$ cat config.mk
export PLATFORM = sky130hd
export DESIGN_NAME = free_list_alloc
export DESIGN_NICKNAME = d
export VERILOG_FILES = /design/src/rtl/free_list_pkg.sv /design/src/rtl/prio_enc_n.sv /design/src/rtl/free_list_alloc.sv
export SDC_FILE = /design/constraint.sdc
export NUM_CORES = 1
export LEC_CHECK = 0
export BUFFER_PORTS_ARGS = -buffer_cell sky130_fd_sc_hd__buf_2
export CORE_MARGIN = 3
export CORE_UTILIZATION = 40
export DETAILED_ROUTE_END_ITERATION = 10
export SLEW_MARGIN = 20
export SYNTH_ARGS = -nofsm -noshare
export SYNTH_HDL_FRONTEND = slang
export SYNTH_SLANG_ARGS = --single-unit
$ cat constraint.sdc
create_clock -name i_clk -period 6.74 [get_ports i_clk]
set_input_delay 0.337 -clock i_clk [delete_from_list [all_inputs] [get_ports i_clk]]
set_output_delay 0.337 -clock i_clk [all_outputs]
set_load 0.05 [all_outputs]
$ cat src/rtl/free_list_pkg.sv
// free_list_pkg: shared helpers, debug error-cause encodings and the offer-slot
// payload type for the free-list allocator.
//   clog2_safe()   : index width for a vector of n entries, never below 1
//   ERR_*          : bit positions of the error-cause vector inside the allocator
//   alloc_slot_t   : one allocation offer (valid + index) for the default depth
package free_list_pkg;

    function automatic int unsigned clog2_safe(input int unsigned n);
        return (n <= 2) ? 1 : $clog2(n);
    endfunction

    localparam int unsigned ERR_W          = 5;
    localparam int unsigned ERR_TAKE_ORDER = 0;  // take of slot 1 without slot 0
    localparam int unsigned ERR_TAKE_NOVLD = 1;  // take of a slot that is not offered
    localparam int unsigned ERR_REL_FREE   = 2;  // release of an entry that is already free
    localparam int unsigned ERR_REL_RSVD   = 3;  // release of the reserved entry 0
    localparam int unsigned ERR_REL_DUP    = 4;  // both release ports carry the same index

    localparam int unsigned DEF_DEPTH = 32;
    localparam int unsigned DEF_IDX_W = clog2_safe(DEF_DEPTH);

    typedef struct packed {
        logic                 vld;
        logic [DEF_IDX_W-1:0] idx;
    } alloc_slot_t;

endpackage

$ cat src/rtl/prio_enc_n.sv
// prio_enc_n: lowest-set-bit priority encoder, reduced as a balanced binary tree.
//   vec : N-bit request vector (N a power of two, at least 2)
//   vld : any bit of vec set
//   idx : index of the lowest set bit (undefined-but-deterministic when vld=0)
module prio_enc_n
    import free_list_pkg::*;
#(
    parameter  int unsigned N = 32,
    localparam int unsigned W = clog2_safe(N)
) (
    input  logic [N-1:0] vec,
    output logic         vld,
    output logic [W-1:0] idx
);

    // Each level merges node pairs in place; the left (lower) child wins and the
    // right child contributes its index with the level's bit set.
    always_comb begin : tree
        logic [N-1:0] lv;
        logic [W-1:0] lix [N];
        lv = vec;
        for (int i = 0; i < int'(N); i++) begin
            lix[i] = '0;
        end
        for (int l = 0; l < int'(W); l++) begin
            for (int j = 0; j < int'(N >> (l + 1)); j++) begin
                lix[j] = lv[2*j] ? lix[2*j] : (lix[2*j+1] | (W'(1) << l));
                lv[j]  = lv[2*j] | lv[2*j+1];
            end
        end
        vld = lv[0];
        idx = lix[0];
    end

endmodule

$ cat src/rtl/free_list_alloc.sv
// free_list_alloc: DEPTH-entry free-list allocator offering the two lowest free
// indices per cycle, with two take slots and two release ports.
// Optional build macro FREE_LIST_COUNT_EN adds the registered free count o_free_cnt.
// Ports:
//   i_clk, i_rst            : clock (rising edge), asynchronous active-high reset
//   o_alloc_vld[1:0]        : offer slot k holds a valid free index
//   o_alloc_idx0/1          : lowest / second-lowest free index (0 when not valid)
//   i_take[1:0]             : consumer takes offer slot k this cycle
//   i_rel_vld[1:0]          : release port valids
//   i_rel_idx0/1            : released indices
//   o_empty                 : no free entries
//   o_err                   : sticky protocol-error flag
//   o_free_cnt (optional)   : number of free entries
module free_list_alloc
    import free_list_pkg::*;
#(
    parameter  int unsigned DEPTH        = 32,
    parameter  int unsigned RESERVE_ZERO = 1,
    localparam int unsigned IDX_W        = clog2_safe(DEPTH)
) (
    input  logic             i_clk,
    input  logic             i_rst,
    output logic [1:0]       o_alloc_vld,
    output logic [IDX_W-1:0] o_alloc_idx0,
    output logic [IDX_W-1:0] o_alloc_idx1,
    input  logic [1:0]       i_take,
    input  logic [1:0]       i_rel_vld,
    input  logic [IDX_W-1:0] i_rel_idx0,
    input  logic [IDX_W-1:0] i_rel_idx1,
    output logic             o_empty,
`ifdef FREE_LIST_COUNT_EN
    output logic [IDX_W:0]   o_free_cnt,
`endif
    output logic             o_err
);

    localparam int unsigned      CNT_W    = IDX_W + 1;
    localparam logic             RSVD     = (RESERVE_ZERO != 0);
    localparam logic [DEPTH-1:0] FREE_RST = ~DEPTH'(RSVD);

    logic [DEPTH-1:0] free_q;
    logic [DEPTH-1:0] free_d;
    logic [DEPTH-1:0] free_masked;
    logic [DEPTH-1:0] take_mask;
    logic [DEPTH-1:0] rel_mask;
    logic             err_q;
    logic             err_d;
    logic [ERR_W-1:0] err_cause;
    logic [1:0]       take_ok;
    logic [1:0]       rel_ok;
    logic             rsvd0;
    logic             rsvd1;
    logic             rel_dup;
    logic             enc0_vld;
    logic             enc1_vld;
    logic [IDX_W-1:0] enc0_idx;
    logic [IDX_W-1:0] enc1_idx;

    // Offer 0: lowest free entry; offer 1: lowest free entry once offer 0 is removed.
    prio_enc_n #(.N(DEPTH)) u_enc0 (
        .vec (free_q),
        .vld (enc0_vld),
        .idx (enc0_idx)
    );

    assign free_masked = free_q & ~(DEPTH'(1) << enc0_idx);

    prio_enc_n #(.N(DEPTH)) u_enc1 (
        .vec (free_masked),
        .vld (enc1_vld),
        .idx (enc1_idx)
    );

    assign o_alloc_vld  = {enc1_vld, enc0_vld};
    assign o_alloc_idx0 = enc0_vld ? enc0_idx : '0;
    assign o_alloc_idx1 = enc1_vld ? enc1_idx : '0;
    assign o_empty      = ~|free_q;
    assign o_err        = err_q;

    // Legality of takes and releases, next free bitmap and error accumulation.
    always_comb begin
        err_cause = '0;
        take_ok   = '0;
        rel_ok    = '0;
        take_mask = '0;
        rel_mask  = '0;
        rsvd0     = RSVD && (i_rel_idx0 == '0);
        rsvd1     = RSVD && (i_rel_idx1 == '0);
        rel_dup   = i_rel_vld[0] & i_rel_vld[1] & (i_rel_idx0 == i_rel_idx1);

        // Slot 1 is honoured only alongside slot 0 so allocation stays in order.
        take_ok[0] = i_take[0] & enc0_vld;
        take_ok[1] = i_take[1] & i_take[0] & enc1_vld;
        err_cause[ERR_TAKE_ORDER] = (i_take == 2'b10);
        err_cause[ERR_TAKE_NOVLD] = (i_take[0] & ~enc0_vld) | (i_take[1] & ~enc1_vld);

        // An entry that is currently free cannot be released; this also covers a
        // same-cycle take and release of one index, where the take still applies.
        rel_ok[0] = i_rel_vld[0] & ~free_q[i_rel_idx0] & ~rsvd0;
        rel_ok[1] = i_rel_vld[1] & ~free_q[i_rel_idx1] & ~rsvd1 & ~rel_dup;
        err_cause[ERR_REL_FREE] = (i_rel_vld[0] & free_q[i_rel_idx0])
                                | (i_rel_vld[1] & free_q[i_rel_idx1]);
        err_cause[ERR_REL_RSVD] = (i_rel_vld[0] & rsvd0) | (i_rel_vld[1] & rsvd1);
        err_cause[ERR_REL_DUP]  = rel_dup;

        take_mask = (DEPTH'(take_ok[0]) << enc0_idx) | (DEPTH'(take_ok[1]) << enc1_idx);
        rel_mask  = (DEPTH'(rel_ok[0]) << i_rel_idx0) | (DEPTH'(rel_ok[1]) << i_rel_idx1);
        free_d    = (free_q & ~take_mask) | rel_mask;
        err_d     = err_q | (|err_cause);
    end

    // Free bitmap and sticky error flag.
    always_ff @(posedge i_clk or posedge i_rst) begin
        if (i_rst) begin
            free_q <= FREE_RST;
            err_q  <= 1'b0;
        end else begin
            free_q <= free_d;
            err_q  <= err_d;
        end
    end

`ifdef FREE_LIST_COUNT_EN
    localparam logic [CNT_W-1:0] CNT_RST = RSVD ? CNT_W'(DEPTH - 1) : CNT_W'(DEPTH);

    logic [CNT_W-1:0] cnt_q;
    logic [CNT_W-1:0] cnt_d;

    // Incremental popcount: legal releases add, legal takes subtract.
    always_comb begin
        cnt_d = cnt_q + CNT_W'(rel_ok[0]) + CNT_W'(rel_ok[1])
                      - CNT_W'(take_ok[0]) - CNT_W'(take_ok[1]);
    end

    always_ff @(posedge i_clk or posedge i_rst) begin
        if (i_rst) begin
            cnt_q <= CNT_RST;
        end else begin
            cnt_q <= cnt_d;
        end
    end

    assign o_free_cnt = cnt_q;
`else
    localparam int unsigned CNT_UNUSED = CNT_W;
`endif

endmodule

Word level (Yosys, flattened, before mapping)
Index checks and enable logic that the tools add are counted.
W data, S select, Z words.
- register bits: 33
- input port bits: 16
- output and inout bits: 14
- magnitude comparators: 2
- eq/ne operators: 2
- shifts and indexed selects: 5
- mux-type cells: 68
- bitwise logic cells: 96
- reductions and logical operators: 5
- operator list (cell ; count):
    $shl A1 B5 Y32 ; 4
    $or A32 B32 Y32 ; 3
    $mux W5 ; 18
    $or A1 B1 Y1 ; 66
    $and A32 B32 Y32 ; 2
    $not A32 Y32 ; 2
    $mux W1 ; 34
    $reduce_or A32 Y1 ; 1
    $shl A1 B5 Y32 const A ; 1
    $and A1 B1 Y1 ; 16
    $mux W2 ; 8
    $mux W4 ; 4
    $lt A5 B6 Y1 const B ; 2
    $bmux W1 S5 ; 2
    $logic_not A5 Y1 ; 2
    $not A1 Y1 ; 7
    $mux W3 ; 2
    $eq A5 B5 Y1 ; 1
    $reduce_or A5 Y1 ; 1
    $eq A2 B2 Y1 const B ; 1
    $logic_not A1 Y1 ; 1

Depth between registers and ports, before layout
- word-level depth: 19
- gate-level depth with buffers: 15
- mapped depth without buffers: 11

Cells and area by module
A second synthesis with hierarchy kept.
- cells, all modules: 469
- area, all modules: 3903.7 sq um
- by module, submodules not included (module ; instances ; cells an instance ; area an instance (sq um) ; seq. area each (sq um)):
    free_list_alloc ; 1 ; 353 ; 3210.6 ; 864.6
    prio_enc_n ; 2 ; 58 ; 346.6 ; 0.0

Worst setup path before layout
Ideal clock, no wire load.
- path kind: reg-to-output
- from: register free_q[4]
- to: output o_alloc_idx1[0]
- arrival time: 3.479 ns
- required time: 6.403 ns
- setup slack: 2.924 ns
- cell stages (with the launch flop): 14
- buffers on the path: 3
- path through: dfstp_2 buf_6 nor4_4 nand2_2 a21oi_1 nor3_2 or2_2 clkbuf_1 o31a_1 a221oi_1 o22ai_1 nand3b_1 clkbuf_1 nor2_1
- word-level cells in the longest chain between the ends: 14
- elaborated cells on any way between the ends: 75
- classes of those cells: 1 x shift; 37 x mux; 37 x bitwise
- ends and longest elaborated chain (item ; line ; source):
    start, declared ; free_list_alloc.sv:41 ; logic [DEPTH-1:0] free_q;
    start signal, assigned ; free_list_alloc.sv:118 ; free_q <= free_d;
    $mux W1 / $or A1 B1 Y1 (equally long branches) ; prio_enc_n.sv:27, prio_enc_n.sv:28 ;
    $mux W5 / $or A1 B1 Y1 (equally long branches) (3 in a row) ; prio_enc_n.sv:27, prio_enc_n.sv:28 ;
    $mux W5 ; prio_enc_n.sv:27 ; lix[j] = lv[2*j] ? lix[2*j] : (lix[2*j+1] | (W'(1) << l));
    $shl A1 B5 Y32 ; free_list_alloc.sv:66 ; assign free_masked = free_q & ~(DEPTH'(1) << enc0_idx);
    $not A32 Y32 ; free_list_alloc.sv:66 ;
    $and A32 B32 Y32 * ; free_list_alloc.sv:66 ;
    $mux W1 / $or A1 B1 Y1 (equally long branches) ; prio_enc_n.sv:27, prio_enc_n.sv:28 ;
    $mux W2 (tied with other cells) ; prio_enc_n.sv:27 ;
    $mux W3 (tied with other cells) ; prio_enc_n.sv:27 ;
    $mux W4 (tied with other cells) ; prio_enc_n.sv:27 ;
    $mux W5 / $or A1 B1 Y1 (equally long branches) ; prio_enc_n.sv:27, prio_enc_n.sv:28 ;
    $mux W5 * ; free_list_alloc.sv:76 ; assign o_alloc_idx1 = enc1_vld ? enc1_idx : '0;
    end, declared ; free_list_alloc.sv:25 ; output logic [IDX_W-1:0] o_alloc_idx1,
Mark *: on every way between the ends. The rest lies on a longest branch, timed or not.

Final worst setup path
Ends and elaborated chain as after synthesis.

==> results.md <==
- The run finished with clean final reports.
- Sequential cells were found to cover 20.7% of the synthesized design area.
- Together, buffers and inverters on the worst path number 1.
- In the layout the commonest cells are sky130_fd_sc_hd__nor2_1 (45), sky130_fd_sc_hd__o21ai_0 (42), sky130_fd_sc_hd__nand2_1 (36).
- The most common cell type on the critical path is sky130_fd_sc_hd__nor2_1.
- The mapped netlist covers between 0.004 and 0.005 mm^2.
- After detailed routing, the average wire length per cell comes to 24.6 um.
- The number of iterations in the first detailed-routing pass is 5.
- In the synthesized netlist the async set-or-reset flop fraction comes to 100%.
- The fraction of final layout cells with drive strength greater than 1 is 22.6%.
- The final critical path time including I/O delays and setup is 4.64 ns.
- The worst setup skew after layout is 0.00750 ns.
- For this run, the total global-route usage over all layers was measured as approximately 28%.
- In this run the tightest slew margin relative to its limit is between 30 and 40%.
- In this run the post-CTS setup repair buffer count came out at 0.
- The kind of launch point of the worst setup path is a flop.
- The number of buffers added to fix hold violations after cts is 0.
- The depth of the worst register-to-register path is 11.
- The TritonCTS clock tree is yes.
- In this run, post-CTS repair resized a total of 0 instances.
- The number of nets in the layout is 532.
- The critical path depth in cells is 11.
- The clock-pin transition on the worst setup and hold timing paths is 0.07 ns.
- The starting density of the core is a little over two fifths.
- The clock tree synthesis step divided the H-tree into 2 levels.
- Counting tap cells, the placed design contains a total of 642 instances.
- The number of synthesized flops with an enable pin is 0.
- The signal arrival time at the worst endpoint is around 4.3 ns.
- Setup repair after global routing left no endpoint under its margin.
- The congestion estimate from routability-driven global placement came to 0.998.
- Across the run, the number of max-cap violations was 0.
- The placeable core area is 0.00995 mm^2.
- The CTS root buffer is sky130_fd_sc_hd__clkbuf_8.
- The required time of the critical path is 6.40 ns.
- The largest single stage delay on the critical path is 0.64 ns.
- The endpoint type of the worst setup path is an output pin.
- The initial antenna violation count was 0.
- Synthesis produced a netlist with a net count of 538.
- The floorplan step set the die width to approximately 110 um.
- In the routed layout, each cell is associated on average with a via count of around 7.
- The number of clock sinks is 33.
- Synthesis inferred 33 register bits.
- The count of pins over their slew limit is 0.
- On the critical path, the stage with the largest delay is an instance of sky130_fd_sc_hd__nor2_1.
- Compared with the post-synthesis result, the final layout area differs by 5.42%.
- The number of unique standard cell types used by synthesis is 80.
- In this run the worst path has a maximum fanout of 13.
- The final total negative setup slack is 0 ns.
- The ratio of final minimum period to clock period is between 60 and 70%.
- Buffers placed on the I/O ports in this run total 29.
- The number of global-route vias before repair was 4285.
- The predominant post-synthesis flop cell is sky130_fd_sc_hd__dfstp_2.
- Clock latency on the worst-skew pair, taken at its later pin, is 0.30 ns.
- The critical path in this run is classified as reg -> out.
- The remaining global-route overflow is 0.
- Synthesis handed over a netlist of 522 instances.
- Clock tree synthesis inserted a total of 5 buffers.
- The yosys synthesis warning count is 0.
- The total length of routed wires is between 15 and 20 mm.
- The count of nets left with antenna violations once routing finished came out at 0.
- For the pin with the worst max-slew slack, the measured transition is between 0.9 and 1 ns.
- The detailed-placement wirelength estimate is ~12 mm.
- The mean instance size in the synthesized netlist is 8.01 um^2.
- The count of standard-cell rows is 36.
- Entering global routing, the biggest net connects 34 pins.
- The commonest non-fill, non-tap cell in the layout is sky130_fd_sc_hd__nor2_1.
- Timing would allow up to 0.216 GHz.
- The signal on the critical path passes through nor4_4 -> nand2_2 -> a21oi_1 -> nor3_2 -> nor2_1 -> nand3_1 -> a22o_1 -> o21ai_0 -> nand3b_1 -> nor2_1 -> buf_2.
- The wire length of the first global-routing pass is 25.0 mm.
- The vertical die dimension is 108 um.
- The number of inserted diodes is 0.
- The count of final setup violators is 0.
- In this run the deepest clock path goes through 2 buffers.
- The area of the die is 0.0117 mm^2.
- The number of remaining DRC errors is 0.
- The worst hold path belongs to the class in -> async.
- The kind of cell with the highest combined delay along the critical path is simple AND/OR/NAND/NOR gates.
- The number of non-filler instances in the completed layout is 650.
- The overall via count from detail_route is 4650.
- The final hold violation count came to 0.
- For this block, the initial DRC count from the detailed router was 646.
- The number of top-level design ports is 30.
-- worst reg2reg max path, stage by stage (launching register included) --
cell,delay [ns]
sky130_fd_sc_hd__dfstp_2,0.43
sky130_fd_sc_hd__nor4_4,0.51
sky130_fd_sc_hd__nand2_2,0.21
sky130_fd_sc_hd__a21oi_1,0.27
sky130_fd_sc_hd__nor3_2,0.13
sky130_fd_sc_hd__nor2_1,0.64
sky130_fd_sc_hd__nand3_1,0.17
sky130_fd_sc_hd__a22o_1,0.21
sky130_fd_sc_hd__o21ai_0,0.35
sky130_fd_sc_hd__nand3b_1,0.48
sky130_fd_sc_hd__or4_1,0.65
sky130_fd_sc_hd__a221o_1,0.30
-- state kept, by name, summed over array words and instances (netlist names) --
name / count
o_err: 1
free_q: 32
-- layout make-up --
type	count	area [um^2]
Clock inverter	1	5.00
Tap cell	133	166
Multi-Input combinational cell	425	3040
Fill cell	999	5550
Timing Repair Buffer	31	160
Clock buffer	7	96.3
Sequential cell	33	865
Inverter	20	75.1
-- stage by stage --
| stage | cell area, um^2 | util, % | hold WS (ns) | setup WS, ns |
|---|---|---|---|---|
| after CTS | 4410 | 44.3 | 0.137 | 2.33 |
| after global placement | 4310 | 43.3 | 0.443 | 2.46 |
| after detailed placement | 4310 | 43.3 | 0.450 | 2.41 |
| after floorplan | 4180 | - | 0.443 | 2.92 |
| after global routing | 4410 | 44.3 | 0.169 | 1.96 |
| final | 4410 | 44.3 | 0.128 | 2.10 |
-- metal layers --
metal	vias to the layer above	wire [um]	global-route usage, %	share of wire, %
met2	368	6980	41.9	44
met3	49	1920	6.15	12
met4	0	512	8.75	3.2
li1	2019	-	-	-
met1	2214	6560	39.4	41
met5	-	0	0	0
-- path summary, 6_finish.rpt --
check / from / end / slack [ns]
max in group asynchronous: i_rst / free_q[7]$_DFF_PP1_ / 6.28
hold / removal: i_rst / free_q[0]$_DFF_PP0_ / 0.13
hold reg to reg: free_q[4]$_DFF_PP1_ / free_q[4]$_DFF_PP1_ / 0.58
setup / recovery: free_q[4]$_DFF_PP1_ / o_alloc_idx1[0] / 2.10
setup reg to reg: free_q[4]$_DFF_PP1_ / free_q[5]$_DFF_PP1_ / 2.33
min in group i_clk: i_rel_vld[1] / o_err$_DFF_PP0_ / 0.30
-- cell families (layout without fill, tap and decap cells) --
family	count (synthesis)	after routing	synth area share (%)
buffers and inverters	64	59	6.61
AOI/OAI and AO/OA	195	195	32.8
DFF	33	33	20.7
muxes	25	25	11.1
and+or+nand+nor	197	197	27.0
adders and majority gates	3	3	0.718
xor gates and xnor gates	5	5	1.05
-- Yosys cell counts (5+ instances only) --
master | count | area share, %
sky130_fd_sc_hd__and3_1 | 6 | 0.90
sky130_fd_sc_hd__clkbuf_1 | 27 | 2.4
sky130_fd_sc_hd__nor4_1 | 7 | 1.0
sky130_fd_sc_hd__o22ai_1 | 9 | 1.3
sky130_fd_sc_hd__a31oi_1 | 8 | 1.2
sky130_fd_sc_hd__nand2_1 | 36 | 3.2
sky130_fd_sc_hd__a22oi_1 | 15 | 2.7
sky130_fd_sc_hd__nand3_1 | 12 | 1.4
sky130_fd_sc_hd__a32oi_1 | 6 | 1.3
sky130_fd_sc_hd__o21ai_0 | 42 | 5.0
sky130_fd_sc_hd__a221o_1 | 10 | 2.4
sky130_fd_sc_hd__nor3_1 | 23 | 2.8
sky130_fd_sc_hd__nor2_1 | 45 | 4.0
sky130_fd_sc_hd__o221ai_1 | 6 | 1.3
sky130_fd_sc_hd__mux4_2 | 17 | 9.2
sky130_fd_sc_hd__inv_1 | 20 | 1.8
sky130_fd_sc_hd__nand4_1 | 6 | 0.90
sky130_fd_sc_hd__a211o_1 | 5 | 1.0
sky130_fd_sc_hd__and3b_1 | 7 | 1.5
sky130_fd_sc_hd__a21oi_1 | 31 | 3.7
sky130_fd_sc_hd__o21a_1 | 5 | 0.90
sky130_fd_sc_hd__or2_2 | 6 | 0.90
sky130_fd_sc_hd__mux2i_1 | 6 | 1.4
sky130_fd_sc_hd__buf_2 | 8 | 0.96
sky130_fd_sc_hd__dfstp_2 | 31 | 19
sky130_fd_sc_hd__and2_1 | 5 | 0.75
sky130_fd_sc_hd__nor3b_1 | 7 | 1.3
sky130_fd_sc_hd__nor2b_1 | 9 | 1.3
sky130_fd_sc_hd__o21ai_1 | 9 | 1.1
Power is not shown: default switching activity piles up to over one toggle a cycle in this logic, so the estimate is an artifact.
